===== src/rtl/if_id_buffer.sv =====
// IF/ID decoupling queue: a small first-word fall-through FIFO that carries fetched
// instructions from IF to ID. IF is held via if_stallreq_o when the queue is full.
module if_id_buffer #(
    parameter int unsigned DEPTH = 4
) (
    input  logic                     clk,
    input  logic                     rst_n,
    input  logic                     flush_i,
    input  logic                     id_stall_i,
    input  logic                     if_valid_i,
    input  logic [31:0]              if_pc_i,
    input  logic [31:0]              if_inst_i,
    input  logic                     if_in_delay_slot_i,
    output logic                     if_stallreq_o,
    output logic                     id_valid_o,
    output logic [31:0]              id_pc_o,
    output logic [31:0]              id_inst_o,
    output logic                     id_in_delay_slot_o,
    output logic [$clog2(DEPTH):0]   count_o
);

    localparam int unsigned PtrW = $clog2(DEPTH);
    localparam int unsigned CntW = PtrW + 1;
    localparam logic [CntW-1:0] FullCnt = CntW'(DEPTH);

    // Entry storage, deliberately left without reset
    logic [31:0] pc_mem   [DEPTH];
    logic [31:0] inst_mem [DEPTH];
    logic        ds_mem   [DEPTH];

    logic [PtrW-1:0] head_q, head_d;
    logic [PtrW-1:0] tail_q, tail_d;
    logic [CntW-1:0] count_q, count_d;

    logic full;
    logic empty;
    logic push;
    logic pop;

    // Full/empty come from registered count only, so a pop never frees a slot for a
    // same-cycle push and an empty queue never bypasses input to output.
    always_comb begin
        full  = (count_q == FullCnt);
        empty = (count_q == '0);
        push  = if_valid_i & ~full & ~flush_i;
        pop   = ~empty & ~id_stall_i & ~flush_i;
    end

    // Next-state for pointers and occupancy; flush overrides push and pop
    always_comb begin
        head_d  = head_q;
        tail_d  = tail_q;
        count_d = count_q;
        if (flush_i) begin
            head_d  = '0;
            tail_d  = '0;
            count_d = '0;
        end else begin
            if (push) tail_d = tail_q + PtrW'(1);
            if (pop)  head_d = head_q + PtrW'(1);
            count_d = count_q + CntW'(push) - CntW'(pop);
        end
    end

    // Pointer and count registers
    always_ff @(posedge clk or negedge rst_n) begin
        if (!rst_n) begin
            head_q  <= '0;
            tail_q  <= '0;
            count_q <= '0;
        end else begin
            head_q  <= head_d;
            tail_q  <= tail_d;
            count_q <= count_d;
        end
    end

    // Write the accepted entry at the tail
    always_ff @(posedge clk) begin
        if (push) begin
            pc_mem[tail_q]   <= if_pc_i;
            inst_mem[tail_q] <= if_inst_i;
            ds_mem[tail_q]   <= if_in_delay_slot_i;
        end
    end

    // Head entry drives ID directly; an empty queue presents a NOP
    always_comb begin
        id_valid_o         = ~empty;
        if_stallreq_o      = full;
        count_o            = count_q;
        id_pc_o            = '0;
        id_inst_o          = '0;
        id_in_delay_slot_o = 1'b0;
        if (!empty) begin
            id_pc_o            = pc_mem[head_q];
            id_inst_o          = inst_mem[head_q];
            id_in_delay_slot_o = ds_mem[head_q];
        end
    end

endmodule


===== config.mk =====
export PLATFORM = sky130hd
export DESIGN_NAME = if_id_buffer
export DESIGN_NICKNAME = d
export VERILOG_FILES = /design/src/rtl/if_id_buffer.sv
export SDC_FILE = /design/constraint.sdc
export NUM_CORES = 1
export LEC_CHECK = 0
export ABC_AREA = 1
export CORE_UTILIZATION = 58
export CTS_BUF_LIST = sky130_fd_sc_hd__clkbuf_4
export DETAILED_ROUTE_END_ITERATION = 10
export PLACE_DENSITY = 0.83
export SYNTH_ARGS = -nofsm -noshare
export SYNTH_HDL_FRONTEND = slang
export SYNTH_SLANG_ARGS = --single-unit

===== constraint.sdc =====
create_clock -name clk -period 4.9 [get_ports clk]
set_input_delay 0.49 -clock clk [delete_from_list [all_inputs] [get_ports clk]]
set_output_delay 0.49 -clock clk [all_outputs]
set_load 0.005 [all_outputs]

Yosys cells after proc, flatten, opt, wreduce, memory -nomap -nowiden
Memories as Yosys holds them, arrays and structs flattened.
Cells that the tools add are included.
Widths: inputs -> output; s select.
- register bits: 7
- RAM bits: 260
- input port bits: 70
- output and inout bits: 70
- word-level logic and storage cells: 32
- memories kept: 3
- memories (memory ; words ; width ; rd ports ; clocked after memory_dff ; wr ports ; RTL line ; RTL):
    inst_mem ; 4 ; 32 ; 1 ; 0 ; 1 ; 28 ; logic [31:0] inst_mem [DEPTH];
    pc_mem ; 4 ; 32 ; 1 ; 0 ; 1 ; 27 ; logic [31:0] pc_mem [DEPTH];
    ds_mem ; 4 ; 1 ; 1 ; 0 ; 1 ; 29 ; logic ds_mem [DEPTH];
- add/subtract/negate cells: 4
- equal/unequal tests: 1
- mux-type cells: 10
- bitwise gates (word level): 8
- reductions and logical operators: 3
- operators by type and width (kind ; number):
    $mux 32 ; 2
    $mux 2 ; 4
    $add 2x1->2 const B ; 2
    $and 1x1->1 ; 4
    $not 1->1 ; 4
    $reduce_bool 2->1 ; 2
    $add 3x1->3 ; 1
    $eq 3x3->1 const B ; 1
    $logic_not 3->1 ; 1
    $mux 1 ; 3
    $mux 3 ; 1
    $sub 3x1->3 ; 1

Depth between registers and ports, before layout
Gate-level depths: netlist of run 1.
- word-level depth: 7
- depth in mapped cells: 12
- depth with buffers taken out: 12

Least setup slack after synthesis of run 1
Ideal clock, no wire load.
- path kind: input-to-reg
- start point: input flush_i
- end point: memory ds_mem[0], enable pin
- setup time: 489 ps
- data arrival time: 3524 ps
- required time: 4411 ps
- slack: 887 ps
- stages: 3
- path buffers: 0
- cell sequence: clkinv_1 nand3_1 nor2_1
- cells in the longest elaborated chain, start to end: 4
- RTL lines (element ; RTL line ; RTL):
    start: declaration ; 8 ; input logic flush_i,
    $not 1->1 ; 45 ; push = if_valid_i & ~full & ~flush_i;
    $and 1x1->1 ; 45 ;
    $mux 1 ; 80 ; if (push) begin
    $mux 1 (not written as such) ; 83 ; ds_mem[tail_q] <= if_in_delay_slot_i;
    end: declaration ; 29 ;
Every way passes these cells.

Worst setup path after layout of run 1
- start point: register head_q[0]
- end point: output id_pc_o[31]
- cells in the longest elaborated chain, start to end: 2
- RTL lines (element ; RTL line ; RTL):
    start: declaration ; 31 ; logic [PtrW-1:0] head_q, head_d;
    start signal: assignment ; 68 ; head_q <= '0;
    start signal: assignment ; 72 ; head_q <= head_d;
    $mem_v2 4x32 ; n/a ;
    $mux 32 ; 95 ; if (!empty) begin
    end: declaration ; 16 ; output logic [31:0] id_pc_o,
Every way passes these cells.

==> results_dict.tcl, run 1 <==
set metrics [dict create \
    cap_violations 0 \
    num_io_pins 140 \
    timing.setup.tns_ns 0 \
    die_height_um 143 \
    post_drt_wl_per_cell_um 15.6 \
    top_signal_layer_used "met4" \
    run_status "complete, no violations" \
    slew-limit-headroom_pct 20.4 \
    drt_drc_violations_left 0 \
    yosysUniqueCellTypes 19 \
    cp_data_required_time_ns 4.41 \
    nets 1335 \
    regToRegEndpoint "inst_mem[0][5]" \
    share_of_cells_above_drive_strength_1_pct 9.28 \
    post_synth_inst_count 1090 \
    dp.final_hpwl_um 13700 \
    most_common_cell_after_layout_fill_and_taps_aside "sky130_fd_sc_hd__nand2_1" \
    clockBufferDepth 3 \
    via_per_inst 5.07 \
    port-buffer-count 139 \
    layout_worst_path_cycle_share_pct 78.0 \
    antenna_found_initial 3 \
    globalRoute.totalOverflow 0 \
    met2_length_um 12400 \
    holdWs_ns 0.122 \
    worst_path_largest_cell_delay_ns 0.84 \
    worst_path_max_delay_cell "sky130_fd_sc_hd__dfrtp_4" \
    worst-slew-pin-transition_ns 1.19 \
    worst_ep_arrival_time_ns 3.33 \
    place.gp.congestion 0.741 \
    reg2reg_from "count_o[1]" \
    syn-mean-instance-area_sq_um 10.6 \
    yosys-top-cells-area "sky130_fd_sc_hd__edfxtp_1 68%, sky130_fd_sc_hd__nand2_1 8.8%, sky130_fd_sc_hd__inv_1 8.8%" \
    dieArea_sq_um 20500 \
    rrSetupSlack_ns 2.34 \
    dr_total_vias 7911 \
    fin_skew_ns 0.0471 \
    min_cycle_time_layout_ns 3.82 \
    clock_sink_count 267 \
    worst_ir_drop_vdd_mv 0.282 \
    path_max_fanout 93 \
    path_class "flip-flop to output port" \
    power_leakage_nw 5.98 \
    post_cts_buffers 0 \
    drt_first_iter_violations 492 \
    largest_net_degree_at_the_start_of_global_routing 94 \
    core.rowCount 51 \
    wl_met1_um 9460 \
    holdBufCountCts 0 \
    path_cells "inv_4 > buf_4 > nand2_1 > nand3_1 > a21oi_1 > clkdlybuf4s50_1" \
    die-width_um 143 \
    clock_insertion_delay_worst_skew_ns 0.64 \
    highest_clock_frequency_the_design_can_meet_mhz 262 \
    post_cts_resize_count 0 \
    rr_worst_depth 5 \
    route.antenna.remaining_nets 0 \
    grtUsageTotal_pct 24.9 \
    most_frequent_cells_in_the_layout "272 x sky130_fd_sc_hd__nand2_1, 271 x sky130_fd_sc_hd__inv_1, 260 x sky130_fd_sc_hd__edfxtp_1, 139 x sky130_fd_sc_hd__clkdlybuf4s50_1, 136 x sky130_fd_sc_hd__nand3_1" \
    path_delay_family "buffers and inverters" \
    start_kind "flip-flop" \
    postSynthRegisterBits 267 \
    area_growth_pct 19.9 \
    drt_pass1_iterations 5 \
    unrepaired_setup_endpoints_after_global_routing "no" \
    yosysTopAreaCellShare_pct 67.6 \
    postSynthNetCount 1167 \
    total_detailed_routing_wirelength_um 24300 \
    p_per_area_nw_per_um2 483 \
    first_global_vias 7926 \
    hold_violations 0 \
    final-max-slew-violation-count 0 \
    h_tree_levels 3 \
    synth_area_sq_um 11500 \
    wire_length_of_the_first_global_routing_pass_um 38400 \
    wl_met3_um 2010 \
    synth_top_area_cell "sky130_fd_sc_hd__edfxtp_1" \
    cts_buffers 67 \
    clkTransAtPathRegs_ns 0.06 \
    critPathCaptureType "output port" \
    ys_seq_area_share_pct 69.1 \
    placeableCoreArea_sq_um 19500 \
    cts_tree "done" \
    clockRootBuffer "sky130_fd_sc_hd__clkbuf_4" \
    min-delay-path-class "primary input to async pin" \
    initial_utilization_pct 59.3 \
    setup_violations 0 \
    crit_buf_inv 3 \
    synth.yosys.warnings 0 \
]
-- report_power, final --
| part | switching [mW] | internal [mW] | leakage (nW) |
|---|---|---|---|
| Combinational | 1.23 | 1.01 | 3.08 |
| Clock | 0.810 | 0.857 | 0.451 |
| Sequential | 0.109 | 2.67 | 2.45 |
| Total | 2.15 | 4.53 | 5.98 |
-- stage by stage --
step | setup WS, ns | total power, mW | util, % | instances | area, sq um
2_1_floorplan | 0.887 | 4.01 | - | 1090 | 11500
3_3_place_gp | 1.74 | 5.00 | 67.3 | 1454 | 13100
3_5_place_dp | 1.73 | 5.05 | 67.3 | 1454 | 13100
4_1_cts | 1.05 | 6.73 | 71.1 | 1558 | 13800
5_1_grt | 0.857 | 7.07 | 71.1 | 1560 | 13800
6_report | 1.08 | 6.68 | 71.1 | 1561 | 13800
-- area by class of cell --
| cell class | count | area [sq um] |
|---|---|---|
| Sequential cell | 267 | 7990 |
| Tap cell | 265 | 332 |
| Fill cell | 1348 | 5620 |
| Timing Repair Buffer | 150 | 1510 |
| Clock inverter | 12 | 48.8 |
| Clock buffer | 92 | 691 |
| Inverter | 276 | 1040 |
| Antenna cell | 3 | 7.51 |
| Multi-Input combinational cell | 496 | 2230 |
-- worst reg2reg max path: stages, from the launching register on --
cell and delay, ns:
sky130_fd_sc_hd__dfrtp_1 0.42, sky130_fd_sc_hd__nor2_1 0.10, sky130_fd_sc_hd__nand2_1 0.17, sky130_fd_sc_hd__nand3_1 0.36
sky130_fd_sc_hd__nor2_4 0.63, sky130_fd_sc_hd__buf_4 0.52
-- flip-flops by register name, indices dropped and copies added (netlist names) --
register and count:
tail_q 2, count_o 3, ds_mem 4, inst_mem 128
pc_mem 128, head_q 2
-- cell usage after synthesis --
library cell / n
sky130_fd_sc_hd__nand2_1: 272
sky130_fd_sc_hd__inv_1: 271
sky130_fd_sc_hd__edfxtp_1: 260
sky130_fd_sc_hd__nand3_1: 136
sky130_fd_sc_hd__a21oi_1: 66
sky130_fd_sc_hd__buf_2: 22
sky130_fd_sc_hd__buf_6: 11
sky130_fd_sc_hd__clkbuf_1: 9
sky130_fd_sc_hd__nor2_1: 9
sky130_fd_sc_hd__buf_4: 8
sky130_fd_sc_hd__dfrtp_1: 7
sky130_fd_sc_hd__ha_1: 6
sky130_fd_sc_hd__inv_2: 4
sky130_fd_sc_hd__nand4_1: 4
sky130_fd_sc_hd__buf_1: 1
sky130_fd_sc_hd__clkinv_1: 1
sky130_fd_sc_hd__fa_1: 1
sky130_fd_sc_hd__nand2_2: 1
sky130_fd_sc_hd__or2_2: 1
-- worst max path at each step --
| stage | from | endpoint | depth (start not counted) |
|---|---|---|---|
| 2_1_floorplan | flush_i | ds_mem[0] | 3 |
| 3_3_place_gp | head_q[0] | id_inst_o[11] | 6 |
| 3_5_place_dp | head_q[0] | id_inst_o[11] | 6 |
| 4_1_cts | head_q[0] | id_pc_o[31] | 6 |
| 5_1_grt | head_q[0] | id_pc_o[31] | 6 |
| 6_report | head_q[0] | id_pc_o[31] | 6 |
-- cells by family after synthesis --
family	after synthesis	synth area share (%)
simple gates	423	15.4
buf+inv	327	11.8
flops	267	69.1
compound gates	66	2.86
fa+ha+maj	7	0.823
-- layer usage --
| metal | up-vias | track usage [%] |
|---|---|---|
| met5 | - | 0 |
| met4 | 0 | 11.0 |
| met3 | 50 | 6.34 |
| met2 | 316 | 43.5 |
| met1 | 3730 | 28.9 |
| li1 | 3815 | - |
Note: power is estimated with default switching activity, not from simulation.
==> inputs of run 2 (changes only) <==
==> constraint.sdc (replaced) <==
create_clock -name clk -period 4 [get_ports clk]
set_input_delay 0.4 -clock clk [delete_from_list [all_inputs] [get_ports clk]]
set_output_delay 0.4 -clock clk [all_outputs]
set_load 0.005 [all_outputs]
==> run 2 against run 1 <==
- die area did not move
- first-iteration DRC count rose by 28%
- critical path depth did not move
- clock-buffer cell count fell by 5
- total power rose by 23%
- via count fell by 0.88%
- clock skew rose by 0.0086 ns
- setup slack got worse by 0.54 ns
- largest power group unchanged
- highest routed layer unchanged
==> results_dict.tcl, run 2 (same netlist as run 1, synthesis figures left out) <==
set metrics [dict create \
    run_status "complete, no violations" \
    rrSetupSlack_ns 1.53 \
    start_kind "flip-flop" \
    clock_sink_count 267 \
    num_io_pins 140 \
    globalRoute.totalOverflow 0 \
    drt_first_iter_violations 628 \
    path_delay_family "buffers and inverters" \
    worst_path_largest_cell_delay_ns 0.65 \
    clkTransAtPathRegs_ns 0.07 \
    power_leakage_nw 6.01 \
    post_cts_buffers 0 \
    worst_path_max_delay_cell "sky130_fd_sc_hd__inv_4" \
    finalCoreUtilization_pct 71.5 \
    core.rowCount 51 \
    hold-path-endpoint "pc_mem[3][21]" \
    post-place-cells 1458 \
    die-width_um 143 \
    worst_ep_arrival_time_ns 3.06 \
    dr_total_vias 7841 \
    cp-startpoint "head_q[0]" \
    unrepaired_setup_endpoints_after_global_routing "no" \
    timing.setup.tns_ns 0 \
    total_detailed_routing_wirelength_um 24000 \
    initial_utilization_pct 59.3 \
    clockRootBuffer "sky130_fd_sc_hd__clkbuf_4" \
    die_height_um 143 \
    path_class "flip-flop to output port" \
    via_per_inst 4.99 \
    rr_worst_depth 11 \
    h_tree_levels 2 \
    worst_ir_drop_vdd_mv 0.399 \
    min_cycle_time_layout_ns 3.46 \
    crit_buf_inv 3 \
    post_layout_nonfiller_instances 1570 \
    wire_length_of_the_first_global_routing_pass_um 38000 \
    drt_pass1_iterations 5 \
    reg2reg_from "count_o[1]" \
    most_common_cell_after_layout_fill_and_taps_aside "sky130_fd_sc_hd__nand2_1" \
    highest_clock_frequency_the_design_can_meet_mhz 289 \
    share_of_cells_above_drive_strength_1_pct 9.20 \
    cp_data_required_time_ns 3.60 \
    drt_drc_violations_left 0 \
    slew-limit-headroom_pct 39.6 \
    largestRegisters "inst_mem (128), pc_mem (128), ds_mem (4)" \
    fin_skew_ns 0.0557 \
    setup_violations 0 \
    port-buffer-count 139 \
    most_frequent_cells_in_the_layout "272 x sky130_fd_sc_hd__nand2_1, 271 x sky130_fd_sc_hd__inv_1, 260 x sky130_fd_sc_hd__edfxtp_1, 139 x sky130_fd_sc_hd__clkdlybuf4s50_1, 136 x sky130_fd_sc_hd__nand3_1" \
    path_max_fanout 88 \
    hold_violations 0 \
    critPathCaptureType "output port" \
    antenna_found_initial 0 \
    route.antenna.remaining_nets 0 \
    dieArea_sq_um 20500 \
    cts_tree "done" \
    post_drt_wl_per_cell_um 15.3 \
    final-max-slew-violation-count 0 \
    worst-slew-pin-transition_ns 0.905 \
    post_cts_resize_count 0 \
    area_growth_pct 20.5 \
    regToRegEndpoint "count_o[2]" \
    largest_net_degree_at_the_start_of_global_routing 89 \
    nets 1334 \
    layout_worst_path_cycle_share_pct 86.6 \
    cap_violations 0 \
    placeableCoreArea_sq_um 19500 \
    clockBufferDepth 3 \
    path_cells "inv_4 > buf_4 > nand2_1 > nand3_1 > a21oi_1 > clkdlybuf4s50_1" \
    clock_insertion_delay_worst_skew_ns 0.70 \
    p_per_area_nw_per_um2 593 \
    dp.final_hpwl_um 14100 \
    grtUsageTotal_pct 24.4 \
    cts_buffers 61 \
    min-delay-path-class "primary input to flip-flop" \
    timing.hold.worst.start "if_pc_i[21]" \
    first_global_vias 7804 \
    place.gp.congestion 0.750 \
    holdPathStages 1 \
]
==> run 2: cell types whose count changed in the layout (fill, tap and decap cells not counted), moves of 2 or more <==
cell                       previous run  this run
sky130_fd_sc_hd__clkinv_1             8        18
sky130_fd_sc_hd__clkinv_2             0         3
sky130_fd_sc_hd__inv_2                7         3
sky130_fd_sc_hd__buf_4                8        12
sky130_fd_sc_hd__clkbuf_4            92        87
sky130_fd_sc_hd__diode_2              3         1
==> run 2: metal layers <==
| metal | wire, um | vias to the layer above | GRT usage, % |
|---|---|---|---|
| li1 | - | 3828 | - |
| met1 | 9210 | 3718 | 28.7 |
| met2 | 12800 | 264 | 44.2 |
| met3 | 1730 | 31 | 5.70 |
| met4 | 299 | 0 | 7.58 |
| met5 | 0 | - | 0 |
==> run 2: worst max-delay path by stage <==
stage / end / cells after the start
floorplan: ds_mem[0] / 4
global placement: count_o[2] / 10
detailed placement: count_o[2] / 11
CTS: id_pc_o[18] / 6
global route: id_pc_o[18] / 6
finish: id_pc_o[18] / 6
==> run 2: layout make-up <==
class	instances	area (sq um)
sequential	267	7990
clock buffer	87	653
clock inverter	23	125
multi-input combinational	496	2230
fill	1335	5540
inverter	276	1040
tap	265	332
antenna	1	2.50
timing repair buffer	155	1550
==> run 2: stage by stage <==
step                instance area (sq um)  hold WS (ns)  power, mW  setup WS, ns
detailed placement                  13100         0.557       6.23          1.02
floorplan                           11500         0.104       4.92       -0.0115
finish                              13900         0.320       8.25         0.537
CTS                                 13900         0.274       8.32         0.502
global route                        13900         0.296       8.74         0.346
global placement                    13100         0.556       6.17          1.14
==> run 2: timing repair <==
action | 4_1_cts | 5_1_grt
hold buffers | 1 | 0
hold endpoints to repair | 7 | 0
setup endpoints to repair | 0 | 0
==> run 2: report_power, final <==
group	total, mW	switching [mW]	internal, mW
logic	2.84	1.58	1.26
registers	3.33	0.0589	3.27
clock network	2.08	1.01	1.07
total	8.25	2.65	5.60
